===== config.mk =====
export PLATFORM = sky130hd
export DESIGN_NAME = pipeline_stage_regs_flat
export DESIGN_NICKNAME = d
export VERILOG_FILES = /design/src/rtl/pipeline_stage_regs_if.sv /design/src/rtl/pipeline_stage_regs.sv /design/src/flat_wrapper.sv
export SDC_FILE = /design/constraint.sdc
export NUM_CORES = 1
export LEC_CHECK = 0
export CORE_MARGIN = 10
export CORE_UTILIZATION = 50
export CTS_BUF_LIST = sky130_fd_sc_hd__clkbuf_8 sky130_fd_sc_hd__clkbuf_16
export CTS_CLUSTER_DIAMETER = 80
export DETAILED_ROUTE_END_ITERATION = 16
export GPL_TIMING_DRIVEN = 0
export PLACE_DENSITY_LB_ADDON = 0.2
export REMOVE_ABC_BUFFERS = 1
export SETUP_SLACK_MARGIN = 0.3
export SKIP_CTS_REPAIR_TIMING = 1
export SLEW_MARGIN = 20
export SYNTH_ARGS = -nofsm -noshare
export SYNTH_HDL_FRONTEND = slang
export SYNTH_SLANG_ARGS = --single-unit

===== constraint.sdc =====
create_clock -name clk -period 1.4 [get_ports clk]
set_clock_uncertainty 0.05 [all_clocks]
set_input_delay 0.28 -clock clk [delete_from_list [all_inputs] [get_ports clk]]
set_output_delay 0.28 -clock clk [all_outputs]
set_load 0.005 [all_outputs]

===== src/rtl/pipeline_stage_regs_if.sv =====
// Stage-register bank port bundle: fetch handshake, hazard-control commands, hazard feedback and WB port.
// slave = pipeline_stage_regs side, master = hazard unit / fetch / writeback environment side.
interface pipeline_stage_regs_if #(
    parameter int DATA_W = 32,
    parameter int CNT_W  = 16
);
    logic              if_valid;
    logic [DATA_W-1:0] if_data;
    logic              if_ready;
    logic [4:0]        rd_dec;
    logic              rd_used_dec;
    logic [DATA_W-1:0] dec_data;
    logic              dec_valid;
    logic              fetch_halt, dec_halt, op_halt, ex_halt, mem_halt, wb_halt;
    logic              fetch_nop, dec_nop, op_nop, ex_nop, mem_nop, wb_nop;
    logic              flush;
    logic [4:0]        rd_op;
    logic              rd_used_op;
    logic [4:0]        rd_ex;
    logic              rd_used_ex;
    logic              wb_valid;
    logic [4:0]        wb_rd;
    logic              wb_rd_used;
    logic [DATA_W-1:0] wb_data;
    logic [CNT_W-1:0]  stall_cnt;
    logic [CNT_W-1:0]  bubble_cnt;
    logic              proto_err;

    modport slave (
        input  if_valid, if_data, rd_dec, rd_used_dec,
        input  fetch_halt, dec_halt, op_halt, ex_halt, mem_halt, wb_halt,
        input  fetch_nop, dec_nop, op_nop, ex_nop, mem_nop, wb_nop, flush,
        output if_ready, dec_data, dec_valid, rd_op, rd_used_op, rd_ex, rd_used_ex,
        output wb_valid, wb_rd, wb_rd_used, wb_data, stall_cnt, bubble_cnt, proto_err
    );

    modport master (
        output if_valid, if_data, rd_dec, rd_used_dec,
        output fetch_halt, dec_halt, op_halt, ex_halt, mem_halt, wb_halt,
        output fetch_nop, dec_nop, op_nop, ex_nop, mem_nop, wb_nop, flush,
        input  if_ready, dec_data, dec_valid, rd_op, rd_used_op, rd_ex, rd_used_ex,
        input  wb_valid, wb_rd, wb_rd_used, wb_data, stall_cnt, bubble_cnt, proto_err
    );
endinterface


===== src/rtl/pipeline_stage_regs.sv =====
// DEC/OP/EX/MEM/WB stage registers driven by hazard-unit halt/nop/flush; optional PIPE_PERF_CNT_EN perf counters.
// Latency: fetch->DEC 1 edge, ->WB 5 edges with no halts; all outputs registered except if_ready.
// Backpressure: if_ready = !fetch_halt; a halted stage holds and the stage after it loads a bubble.
module pipeline_stage_regs #(
    parameter int DATA_W = 32,
    parameter int CNT_W  = 16
) (
    input logic                  clk,
    input logic                  rst_n,
    pipeline_stage_regs_if.slave pif
);
    typedef struct packed {
        logic              valid;
        logic [4:0]        rd;
        logic              rd_used;
        logic [DATA_W-1:0] data;
    } stage_t;

    // DEC carries only valid/data; index 2..5 = OP, EX, MEM, WB.
    logic              dec_valid_q, dec_valid_d;
    logic [DATA_W-1:0] dec_data_q, dec_data_d;
    stage_t            stg_q   [2:5];
    stage_t            stg_d   [2:5];
    stage_t            stg_src [2:5];
    logic              proto_err_q, proto_err_d;
    logic [5:0]        halt, nop, next_halt;

    assign halt      = {pif.wb_halt, pif.mem_halt, pif.ex_halt, pif.op_halt, pif.dec_halt, pif.fetch_halt};
    assign nop       = {pif.wb_nop, pif.mem_nop, pif.ex_nop, pif.op_nop, pif.dec_nop, pif.fetch_nop};
    assign next_halt = {1'b0, halt[5:1]};

    always_comb begin
        dec_valid_d = dec_valid_q;
        dec_data_d  = dec_data_q;
        if (pif.flush) begin
            dec_valid_d = 1'b0;
            dec_data_d  = '0;
        end else if (!pif.dec_halt) begin
            if (pif.fetch_halt || pif.fetch_nop) begin
                dec_valid_d = 1'b0;
                dec_data_d  = '0;
            end else begin
                dec_valid_d = pif.if_valid;
                dec_data_d  = pif.if_data;
            end
        end
    end

    // OP samples the decoder's destination; x0 and bubbles never report a live rd.
    always_comb begin
        stg_src[2].valid   = dec_valid_q;
        stg_src[2].rd      = pif.rd_dec;
        stg_src[2].rd_used = pif.rd_used_dec & dec_valid_q & (pif.rd_dec != 5'd0);
        stg_src[2].data    = dec_data_q;
        for (int k = 3; k <= 5; k++) begin
            stg_src[k] = stg_q[k-1];
        end
    end

    always_comb begin
        for (int k = 2; k <= 5; k++) begin
            stg_d[k] = stg_q[k];
            if (pif.flush && (k <= 3)) begin
                stg_d[k] = '0;
            end else if (!halt[k]) begin
                if (halt[k-1] || nop[k-1]) begin
                    stg_d[k] = '0;
                end else begin
                    stg_d[k] = stg_src[k];
                end
            end
        end
    end

    always_comb begin
        proto_err_d = proto_err_q;
        for (int i = 0; i < 6; i++) begin
            if ((halt[i] && !next_halt[i] && !nop[i]) || (nop[i] && !halt[i])) begin
                proto_err_d = 1'b1;
            end
        end
    end

    always_ff @(posedge clk or negedge rst_n) begin
        if (!rst_n) begin
            dec_valid_q <= 1'b0;
            dec_data_q  <= '0;
            proto_err_q <= 1'b0;
            for (int k = 2; k <= 5; k++) begin
                stg_q[k] <= '0;
            end
        end else begin
            dec_valid_q <= dec_valid_d;
            dec_data_q  <= dec_data_d;
            proto_err_q <= proto_err_d;
            for (int k = 2; k <= 5; k++) begin
                stg_q[k] <= stg_d[k];
            end
        end
    end

`ifdef PIPE_PERF_CNT_EN
    localparam logic [CNT_W-1:0] CNT_ONE = CNT_W'(1);
    logic [CNT_W-1:0] stall_cnt_q, stall_cnt_d;
    logic [CNT_W-1:0] bubble_cnt_q, bubble_cnt_d;
    logic             bubble_evt;

    // Only OP/EX bubbles coming from a halt/nop upstream count; flush squashes do not.
    assign bubble_evt = !pif.flush &&
                        ((!pif.op_halt && (pif.dec_halt || pif.dec_nop)) ||
                         (!pif.ex_halt && (pif.op_halt || pif.op_nop)));

    always_comb begin
        stall_cnt_d  = stall_cnt_q;
        bubble_cnt_d = bubble_cnt_q;
        if (pif.fetch_halt && (stall_cnt_q != '1)) begin
            stall_cnt_d = stall_cnt_q + CNT_ONE;
        end
        if (bubble_evt && (bubble_cnt_q != '1)) begin
            bubble_cnt_d = bubble_cnt_q + CNT_ONE;
        end
    end

    always_ff @(posedge clk or negedge rst_n) begin
        if (!rst_n) begin
            stall_cnt_q  <= '0;
            bubble_cnt_q <= '0;
        end else begin
            stall_cnt_q  <= stall_cnt_d;
            bubble_cnt_q <= bubble_cnt_d;
        end
    end

    assign pif.stall_cnt  = stall_cnt_q;
    assign pif.bubble_cnt = bubble_cnt_q;
`else
    assign pif.stall_cnt  = '0;
    assign pif.bubble_cnt = '0;
`endif

    assign pif.if_ready   = !pif.fetch_halt;
    assign pif.dec_valid  = dec_valid_q;
    assign pif.dec_data   = dec_data_q;
    assign pif.rd_op      = stg_q[2].rd;
    assign pif.rd_used_op = stg_q[2].rd_used;
    assign pif.rd_ex      = stg_q[3].rd;
    assign pif.rd_used_ex = stg_q[3].rd_used;
    assign pif.wb_valid   = stg_q[5].valid;
    assign pif.wb_rd      = stg_q[5].rd;
    assign pif.wb_rd_used = stg_q[5].rd_used;
    assign pif.wb_data    = stg_q[5].data;
    assign pif.proto_err  = proto_err_q;
endmodule

===== src/flat_wrapper.sv =====
// flat-port wrapper written by rule: the top's interface ports become plain ports
module pipeline_stage_regs_flat 
#(
    parameter int DATA_W = 32,
    parameter int CNT_W  = 16
)
  (clk, rst_n, pif_if_valid, pif_if_data, pif_rd_dec, pif_rd_used_dec, pif_fetch_halt, pif_dec_halt, pif_op_halt, pif_ex_halt, pif_mem_halt, pif_wb_halt, pif_fetch_nop, pif_dec_nop, pif_op_nop, pif_ex_nop, pif_mem_nop, pif_wb_nop, pif_flush, pif_if_ready, pif_dec_data, pif_dec_valid, pif_rd_op, pif_rd_used_op, pif_rd_ex, pif_rd_used_ex, pif_wb_valid, pif_wb_rd, pif_wb_rd_used, pif_wb_data, pif_stall_cnt, pif_bubble_cnt, pif_proto_err);
  pipeline_stage_regs_if #(.DATA_W(DATA_W), .CNT_W(CNT_W)) pif_i ();
  input logic clk;
  input logic rst_n;
  input wire logic [$bits(pif_i.if_valid)-1:0] pif_if_valid;
  input wire logic [$bits(pif_i.if_data)-1:0] pif_if_data;
  input wire logic [$bits(pif_i.rd_dec)-1:0] pif_rd_dec;
  input wire logic [$bits(pif_i.rd_used_dec)-1:0] pif_rd_used_dec;
  input wire logic [$bits(pif_i.fetch_halt)-1:0] pif_fetch_halt;
  input wire logic [$bits(pif_i.dec_halt)-1:0] pif_dec_halt;
  input wire logic [$bits(pif_i.op_halt)-1:0] pif_op_halt;
  input wire logic [$bits(pif_i.ex_halt)-1:0] pif_ex_halt;
  input wire logic [$bits(pif_i.mem_halt)-1:0] pif_mem_halt;
  input wire logic [$bits(pif_i.wb_halt)-1:0] pif_wb_halt;
  input wire logic [$bits(pif_i.fetch_nop)-1:0] pif_fetch_nop;
  input wire logic [$bits(pif_i.dec_nop)-1:0] pif_dec_nop;
  input wire logic [$bits(pif_i.op_nop)-1:0] pif_op_nop;
  input wire logic [$bits(pif_i.ex_nop)-1:0] pif_ex_nop;
  input wire logic [$bits(pif_i.mem_nop)-1:0] pif_mem_nop;
  input wire logic [$bits(pif_i.wb_nop)-1:0] pif_wb_nop;
  input wire logic [$bits(pif_i.flush)-1:0] pif_flush;
  output wire logic [$bits(pif_i.if_ready)-1:0] pif_if_ready;
  output wire logic [$bits(pif_i.dec_data)-1:0] pif_dec_data;
  output wire logic [$bits(pif_i.dec_valid)-1:0] pif_dec_valid;
  output wire logic [$bits(pif_i.rd_op)-1:0] pif_rd_op;
  output wire logic [$bits(pif_i.rd_used_op)-1:0] pif_rd_used_op;
  output wire logic [$bits(pif_i.rd_ex)-1:0] pif_rd_ex;
  output wire logic [$bits(pif_i.rd_used_ex)-1:0] pif_rd_used_ex;
  output wire logic [$bits(pif_i.wb_valid)-1:0] pif_wb_valid;
  output wire logic [$bits(pif_i.wb_rd)-1:0] pif_wb_rd;
  output wire logic [$bits(pif_i.wb_rd_used)-1:0] pif_wb_rd_used;
  output wire logic [$bits(pif_i.wb_data)-1:0] pif_wb_data;
  output wire logic [$bits(pif_i.stall_cnt)-1:0] pif_stall_cnt;
  output wire logic [$bits(pif_i.bubble_cnt)-1:0] pif_bubble_cnt;
  output wire logic [$bits(pif_i.proto_err)-1:0] pif_proto_err;
  assign pif_i.if_valid = pif_if_valid;
  assign pif_i.if_data = pif_if_data;
  assign pif_i.rd_dec = pif_rd_dec;
  assign pif_i.rd_used_dec = pif_rd_used_dec;
  assign pif_i.fetch_halt = pif_fetch_halt;
  assign pif_i.dec_halt = pif_dec_halt;
  assign pif_i.op_halt = pif_op_halt;
  assign pif_i.ex_halt = pif_ex_halt;
  assign pif_i.mem_halt = pif_mem_halt;
  assign pif_i.wb_halt = pif_wb_halt;
  assign pif_i.fetch_nop = pif_fetch_nop;
  assign pif_i.dec_nop = pif_dec_nop;
  assign pif_i.op_nop = pif_op_nop;
  assign pif_i.ex_nop = pif_ex_nop;
  assign pif_i.mem_nop = pif_mem_nop;
  assign pif_i.wb_nop = pif_wb_nop;
  assign pif_i.flush = pif_flush;
  assign pif_if_ready = pif_i.if_ready;
  assign pif_dec_data = pif_i.dec_data;
  assign pif_dec_valid = pif_i.dec_valid;
  assign pif_rd_op = pif_i.rd_op;
  assign pif_rd_used_op = pif_i.rd_used_op;
  assign pif_rd_ex = pif_i.rd_ex;
  assign pif_rd_used_ex = pif_i.rd_used_ex;
  assign pif_wb_valid = pif_i.wb_valid;
  assign pif_wb_rd = pif_i.wb_rd;
  assign pif_wb_rd_used = pif_i.wb_rd_used;
  assign pif_wb_data = pif_i.wb_data;
  assign pif_stall_cnt = pif_i.stall_cnt;
  assign pif_bubble_cnt = pif_i.bubble_cnt;
  assign pif_proto_err = pif_i.proto_err;
  pipeline_stage_regs #(.DATA_W(DATA_W), .CNT_W(CNT_W)) u_core (.clk(clk), .rst_n(rst_n), .pif(pif_i));
endmodule

# Word level (Yosys, flattened, before mapping)
# Cells that the tools add are included.
# totals
register_bits	190
word_cells	86
out_inout_bits	118
input_bits	54
# op_classes
n_reduce_logical	42
bitwise_logic	2
eq_ne	3
muxes	20
# op_table
operator	n
39-bit two-way mux	8
32-bit two-way mux	3
1-bit logical AND	17
1-bit logical NOT	12
1-bit logical OR	11
1-bit two-way mux	9
2-bit by 1-bit inequality test with 1-bit output (second input constant)	3
6-bit nonzero test	1
5-bit nonzero test	1
1-bit bitwise AND	2

# Longest topological paths before layout
# Gate-level depths: netlist (run 1).
# logic_depth
word_depth	10
depth_mapped	6
depth_no_buf	4

# Least setup slack after synthesis (run 1)
# OpenSTA, ideal clock, no wires.
# synth_path
kind	in2reg
start	input pif_mem_halt
end	register u_core.proto_err_q, in the netlist u_core.pif.proto_err
setup_ns	0.139
cell_stages	4
t_required_ns	1.211
slack_ns	0.027
t_arrival_ns	1.184
path_buffers	1
cell_sequence	buf_2 > a211oi_1 > a21oi_1 > or4_1
# synth_between
elab_chain_len	7
elab_cells_between_ends	12
cone_classes	mux (3); reduce/logical (9)
# synth_lines
element	line_no	rtl
from (decl)	flat_wrapper.sv:19	input wire logic [$bits(pif_i.mem_halt)-1:0] pif_mem_halt;
1-bit logical NOT	--	
1-bit logical AND (2 in a row)	pipeline_stage_regs.sv:78	if ((halt[i] && !next_halt[i] && !nop[i]) || (nop[i] && !halt[i])) begin
1-bit logical OR	pipeline_stage_regs.sv:78	
1-bit two-way mux (3 in a row)	pipeline_stage_regs.sv:78	
to (signal assigned)	pipeline_stage_regs.sv:95	proto_err_q <= proto_err_d;
to (decl)	pipeline_stage_regs.sv:25	logic proto_err_q, proto_err_d;
# Several ways; a longest one is shown, not always the timed one.
# A chain may end at the register's enable or synchronous reset.

==> results of run 1 <==
cell families after synthesis:
group / Yosys count / synth area share
AOI/OAI and AO/OA: 197 / 0.230
buffers and inverters: 126 / 0.109
and+or+nand+nor: 18 / 0.0176
other: 1 / 0.000508
DFF: 190 / 0.644
layout make-up:
| class | instances | area (um2) |
|---|---|---|
| fill | 1051 | 4790 |
| sequential | 190 | 4750 |
| timing repair buffer | 253 | 2100 |
| multi-input combinational | 247 | 2030 |
| clock buffer | 21 | 480 |
| tap | 184 | 230 |
| clock inverter | 8 | 68.8 |
| inverter | 6 | 22.5 |
metal layers:
metal / routed length (um) / track usage / vias to the layer above
met5: 0 / 0 / -
met4: 339 / 0.0694 / 0
met3: 1290 / 0.0534 / 26
met2: 9600 / 0.294 / 201
met1: 7900 / 0.217 / 2602
li1: - / - / 2250
power groups by stage:
stage | sequential (W) | clock (W) | combinational (W)
after detailed placement | 0.00565 | 0 | 0.000685
after CTS | 0.00555 | 0.00463 | 0.000688
after global placement | 0.00565 | 0 | 0.000576
final | 0.00554 | 0.00454 | 0.000755
after global routing | 0.00554 | 0.00487 | 0.000821
after floorplan | 0.00565 | 0 | 0.000137
state kept, by name (all words and copies together) (netlist names), 5 cells and up:
| signal | flops |
|---|---|
| u_core.pif.dec_data | 32 |
| u_core.pif.rd_ex | 5 |
| u_core.pif.rd_op | 5 |
| u_core.pif.wb_data | 32 |
| u_core.pif.wb_rd | 5 |
| u_core.stg_q | 105 |
cell usage in the layout, fill, tap and decap left out, drive strengths merged:
cell / instances
dfrtp: 190
a22o: 186
buf: 121
clkbuf: 104
clkdlybuf4s50: 36
conb: 32
dlymetal6s2s: 13
inv: 8
a21oi: 6
nor2: 4
clkinv: 4
nor2b: 3
nor4: 3
nor3: 2
nand2: 2
or4: 2
nor4b: 2
o2111ai: 1
a211oi: 1
o22ai: 1
a221oi: 1
o21ai: 1
bufinv: 1
clkinvlp: 1
final timing paths:
path | from | end | cells past startpoint
worst min-delay path | rst_n | u_core.pif.wb_rd_used$_DFFE_PN0N_ | 1
worst min register to register | u_core.stg_q[80]$_DFFE_PN0P_ | u_core.stg_q[41]$_DFFE_PN0N_ | 1
worst max-delay path | u_core.pif.proto_err$_DFFE_PN0P_ | u_core.pif.proto_err$_DFFE_PN0P_ | 4
worst max register to register | u_core.pif.proto_err$_DFFE_PN0P_ | u_core.pif.proto_err$_DFFE_PN0P_ | 4
max in group asynchronous | rst_n | u_core.stg_q[103]$_DFFE_PN0P_ | 2
min in group clk | pif_rd_dec[2] | u_core.pif.rd_op[2]$_DFFE_PN0P_ | 2
synth_stat cells (all sizes together):
master     n  area share
nor2b      3      0.0025
inv        6      0.0030
a22o     186        0.22
a221oi     1      0.0012
nor3       2      0.0014
o21ai      1     0.00068
nor4b      2      0.0024
or4        2      0.0020
buf      100       0.096
o22ai      1     0.00085
o2111ai    1      0.0012
a21oi      6      0.0041
a211oi     1      0.0010
nor4       3      0.0063
clkbuf    20       0.010
nand2      2      0.0010
conb       1     0.00051
dfrtp    190        0.64
nor2       4      0.0020
metrics by stage:
| stage | util | worst slack [ps] | hold slack [ps] | total power, W | std cells |
|---|---|---|---|---|---|
| after detailed placement | 0.601 | -973 | 283 | 0.00633 | 787 |
| after CTS | 0.639 | -534 | -163 | 0.0109 | 816 |
| after floorplan | - | -1360 | -65.6 | 0.00578 | 443 |
| after global placement | 0.576 | -7460 | 426 | 0.00623 | 766 |
| after global routing | 0.669 | -0.477 | -149 | 0.0112 | 909 |
| final | 0.669 | 7.69 | -210 | 0.0108 | 909 |
==> flow_metrics.env, run 1 <==
export IMPL_status="finished, violations left"
export IMPL_violations="hold timing"
export IMPL_initial_utilization=0.510
export IMPL_drc=0
export IMPL_end_kind="register"
export IMPL_pwr_share_clk=0.419
export IMPL_io_buffers=139
export IMPL_slew_viol_final=0
export IMPL_max_vdd_ir_drop_mv=0.911
export IMPL_ff2ff_setup_slack_ps=8
export IMPL_critPathKind="reg2reg"
export IMPL_synth_cell_types=22
export IMPL_worstSetupStartpointType="register"
export IMPL_final_area_um2=9680
export IMPL_netlist_area_um2=7390
export IMPL_initialDrtViolationCount=376
export IMPL_clk_path_buf_depth=2
export IMPL_synth_seq_area_share=0.644
export IMPL_seqPwrFrac=0.512
export IMPL_core_um2=14500
export IMPL_ant_nets=0
export IMPL_drive_gt1_frac=0.337
export IMPL_drt_pass1_iter_count=6
export IMPL_min_period_over_period=0.995
export IMPL_place_congestion=0.757
export IMPL_crit_chain="buf_6, a221oi_2, o21ai_1, or4_4"
export IMPL_antennaDiodeCount=0
export IMPL_switchingPower_w=0.00239
export IMPL_leakagePower_nw=5.13
export IMPL_clkTransAtPathRegs_ps=60
export IMPL_required_ps=1640
export IMPL_slowest_delay_ps=430
export IMPL_whs_ps=-210
export IMPL_swShare=0.221
export IMPL_cp_top_family="simple AND/OR/NAND/NOR gates"
export IMPL_fin_tns_setup_ps=0
export IMPL_cts_buffers=17
export IMPL_chipWidth_um=142
export IMPL_grt_ovfl_total=0
export IMPL_grt_pass1_vias=5136
export IMPL_die_y_um=142
export IMPL_cp_num_buf_inv=1
export IMPL_syn_instance_count=532
export IMPL_critPathArrivalTime_ps=1630
export IMPL_hpwl_mm=12.4
export IMPL_grt_pass1_wl_mm=28.6
export IMPL_std_cell_rows=44
export IMPL_clkSinkCount=190
export IMPL_drt_vias_per_instance=5.59
export IMPL_placed_area_um2=8700
export IMPL_vias=5079
export IMPL_yosysWarnings=0
export IMPL_clk_insertion_delay_late_ps=420
export IMPL_setup_violations=0
export IMPL_power_density_nw_per_um2=1120
export IMPL_dieArea_um2=20000
export IMPL_cap_violations=0
export IMPL_wirelength_mm=19.1
export IMPL_cp_max_fo=2
export IMPL_comb_power_share=0.070
export IMPL_grt_usage=0.179
export IMPL_min_path_type="in2async"
export IMPL_cts_root_buf="clkbuf_16"
export IMPL_finalCriticalPeriod_ps=1390
export IMPL_finalHoldViolCount=91
export IMPL_ys_ff_latch=190
export IMPL_slowest_stage="or4_4"
export IMPL_top_level_ports=172
export IMPL_max_slew_margin_rel=0.534
export IMPL_htreeDepth=4
export IMPL_worst_pin_slew_ps=699
export IMPL_fin_nets=769
export IMPL_rsz0062_at_grt="true"
export IMPL_syn_area_per_cell_um2=13.9
export IMPL_grt_antenna_before_repair=0
export IMPL_power_internal_w=0.00844
export IMPL_grt_max_degree=100
export IMPL_timing_fmax_ghz=0.718
export IMPL_routedWlPerCell_um=21.0
export IMPL_syn_to_final_growth_pct=31.1
export IMPL_cts_tree="done"
Power figures use the tool's default switching activity.
==> inputs of run 2 (changes only) <==
- CORE_UTILIZATION: 50 -> 54
- HOLD_SLACK_MARGIN: not set -> 0.1
- clock period: 1.4 -> 1.7 ns (I/O delays scaled with it)
==> run 2 against run 1 <==
Compared with the run above: the run still ends with hold timing left; register-to-register slack improved by 390 ps; first-iteration DRC count down 9.8%; die area decreased by 6.4%; hold slack improved by 72 ps; critical path depth is 3 lower; clock-buffer cell count fell by 2; setup slack better by 310 ps; utilization grew 6.7 points; combinational power is 20% lower; routed wire length is 5.1% lower; largest cell class unchanged.
==> flow_metrics.env, run 2 (synthesis results as in run 1) <==
export IMPL_status="finished, violations left"
export IMPL_violations="hold timing"
export IMPL_slew_viol_final=0
export IMPL_crit_chain="clkbuf_2"
export IMPL_htreeDepth=4
export IMPL_fin_tns_setup_ps=0
export IMPL_whs_ps=-138
export IMPL_comb_power_share=0.065
export IMPL_dieArea_um2=18800
export IMPL_clk_insertion_delay_late_ps=420
export IMPL_place_congestion=0.801
export IMPL_clkTransAtPathRegs_ps=60
export IMPL_grt_usage=0.190
export IMPL_critPathKind="reg2out"
export IMPL_cts_buffers=17
export IMPL_critPathArrivalTime_ps=990
export IMPL_ant_nets=0
export IMPL_grt_pass1_vias=5112
export IMPL_wirelength_mm=18.1
export IMPL_cts_root_buf="clkbuf_16"
export IMPL_core_um2=13300
export IMPL_leakagePower_nw=5.85
export IMPL_layout_common_cells="190 x dfrtp_1, 186 x a22o_1, 67 x buf_4"
export IMPL_chipWidth_um=137
export IMPL_worst_pin_slew_ps=696
export IMPL_initialDrtViolationCount=339
export IMPL_grt_pass1_wl_mm=27.8
export IMPL_grt_max_degree=100
export IMPL_fin_nets=737
export IMPL_dp_cells=777
export IMPL_seqPwrFrac=0.497
export IMPL_min_path_type="in2async"
export IMPL_swShare=0.218
export IMPL_clkSinkCount=190
export IMPL_layout_cells_non_filler=872
export IMPL_top_level_ports=172
export IMPL_slowest_delay_ps=420
export IMPL_clk_path_buf_depth=2
export IMPL_slowest_stage="dfrtp_1"
export IMPL_final_common_cell="dfrtp_1"
export IMPL_grt_ovfl_total=0
export IMPL_drc=0
export IMPL_initial_utilization=0.553
export IMPL_vias=4930
export IMPL_cp_num_buf_inv=1
export IMPL_cp_max_fo=3
export IMPL_io_buffers=139
export IMPL_top_register="u_core.stg_q"
export IMPL_hpwl_mm=12.3
export IMPL_max_vdd_ir_drop_mv=0.721
export IMPL_end_kind="output pin"
export IMPL_routedWlPerCell_um=20.8
export IMPL_worstSetupStartpointType="register"
export IMPL_antennaDiodeCount=0
export IMPL_power_density_nw_per_um2=936
export IMPL_syn_to_final_growth_pct=32.9
export IMPL_drt_pass1_iter_count=4
export IMPL_power_internal_w=0.00718
export IMPL_min_period_over_period=0.811
export IMPL_required_ps=1310
export IMPL_finalHoldViolCount=91
export IMPL_timing_fmax_ghz=0.725
export IMPL_cp_top_family="flip-flops"
export IMPL_cap_violations=0
export IMPL_drt_vias_per_instance=5.65
export IMPL_die_y_um=137
export IMPL_rsz0062_at_grt="true"
export IMPL_largest_reg_flops=105
export IMPL_std_cell_rows=42
export IMPL_cts_tree="done"
export IMPL_finalCriticalPeriod_ps=1380
export IMPL_switchingPower_w=0.00200
export IMPL_max_slew_margin_rel=0.536
export IMPL_setup_violations=0
export IMPL_grt_antenna_before_repair=0
export IMPL_pwr_share_clk=0.438
export IMPL_drive_gt1_frac=0.224
run 2: changes by cell type in the layout (fill, tap and decap cells not counted), moves of 2 or more:
cell             before  now
buf_12                5    2
clkbuf_8              4    2
buf_4                92   67
or4_4                 2    0
bufinv_16             1    3
or4_1                 0    2
buf_2                 4    1
dlymetal6s2s_1       13   64
clkdlybuf4s50_1      36   40
clkbuf_2             82   31
buf_6                12    7
run 2: power groups by stage:
| stage | Sequential (W) | Combinational [W] | Clock [W] |
|---|---|---|---|
| after floorplan | 0.00465 | 0.000113 | 0 |
| after global placement | 0.00465 | 0.000465 | 0 |
| after detailed placement | 0.00465 | 0.000554 | 0 |
| after CTS | 0.00457 | 0.000557 | 0.00406 |
| after global routing | 0.00456 | 0.000656 | 0.00427 |
| final | 0.00456 | 0.000601 | 0.00402 |
run 2: area by class of cell:
| class | instances | area (um2) |
|---|---|---|
| clock inverters | 13 | 149 |
| flip-flops and latches | 190 | 4750 |
| repair buffers | 221 | 2200 |
| fillers | 859 | 3530 |
| inverters | 6 | 22.5 |
| multi-input cells | 247 | 2010 |
| well taps | 176 | 220 |
| clock buffers | 19 | 453 |
run 2: stage by stage:
stage                     area (um2)   util  power, W  worst slack (ps)  hold slack (ps)
after floorplan                 6720      -   0.00476             -1120            -5.59
after global placement          8330  0.624   0.00512             -7110              426
after detailed placement        8660  0.649   0.00521              -805              343
after CTS                       9270  0.694   0.00918              -345             -109
after global routing            9820  0.735   0.00949               289            -73.5
final                           9820  0.735   0.00918               321             -138
run 2: final timing paths:
check	end	slack, ps	from	cells after the start
worst min register to register	u_core.stg_q[60]$_DFFE_PN0N_	440	u_core.stg_q[99]$_DFFE_PN0P_	1
worst max-delay path	pif_dec_data[26]	320	u_core.pif.dec_data[26]$_DFFE_PN0P_	1
worst max register to register	u_core.pif.proto_err$_DFFE_PN0P_	400	u_core.pif.proto_err$_DFFE_PN0P_	3
max in group asynchronous	u_core.pif.wb_rd[1]$_DFFE_PN0N_	850	rst_n	2
worst min-delay path	u_core.pif.dec_data[29]$_DFFE_PN0P_	-140	rst_n	1
min in group clk	u_core.stg_q[67]$_DFFE_PN0N_	230	pif_mem_halt	2
run 2: metal layers:
| layer | track usage | part of all wire |
|---|---|---|
| met4 | 0.0907 | 0.028 |
| met1 | 0.222 | 0.40 |
| met2 | 0.321 | 0.52 |
| met5 | 0 | 0 |
| met3 | 0.0491 | 0.060 |
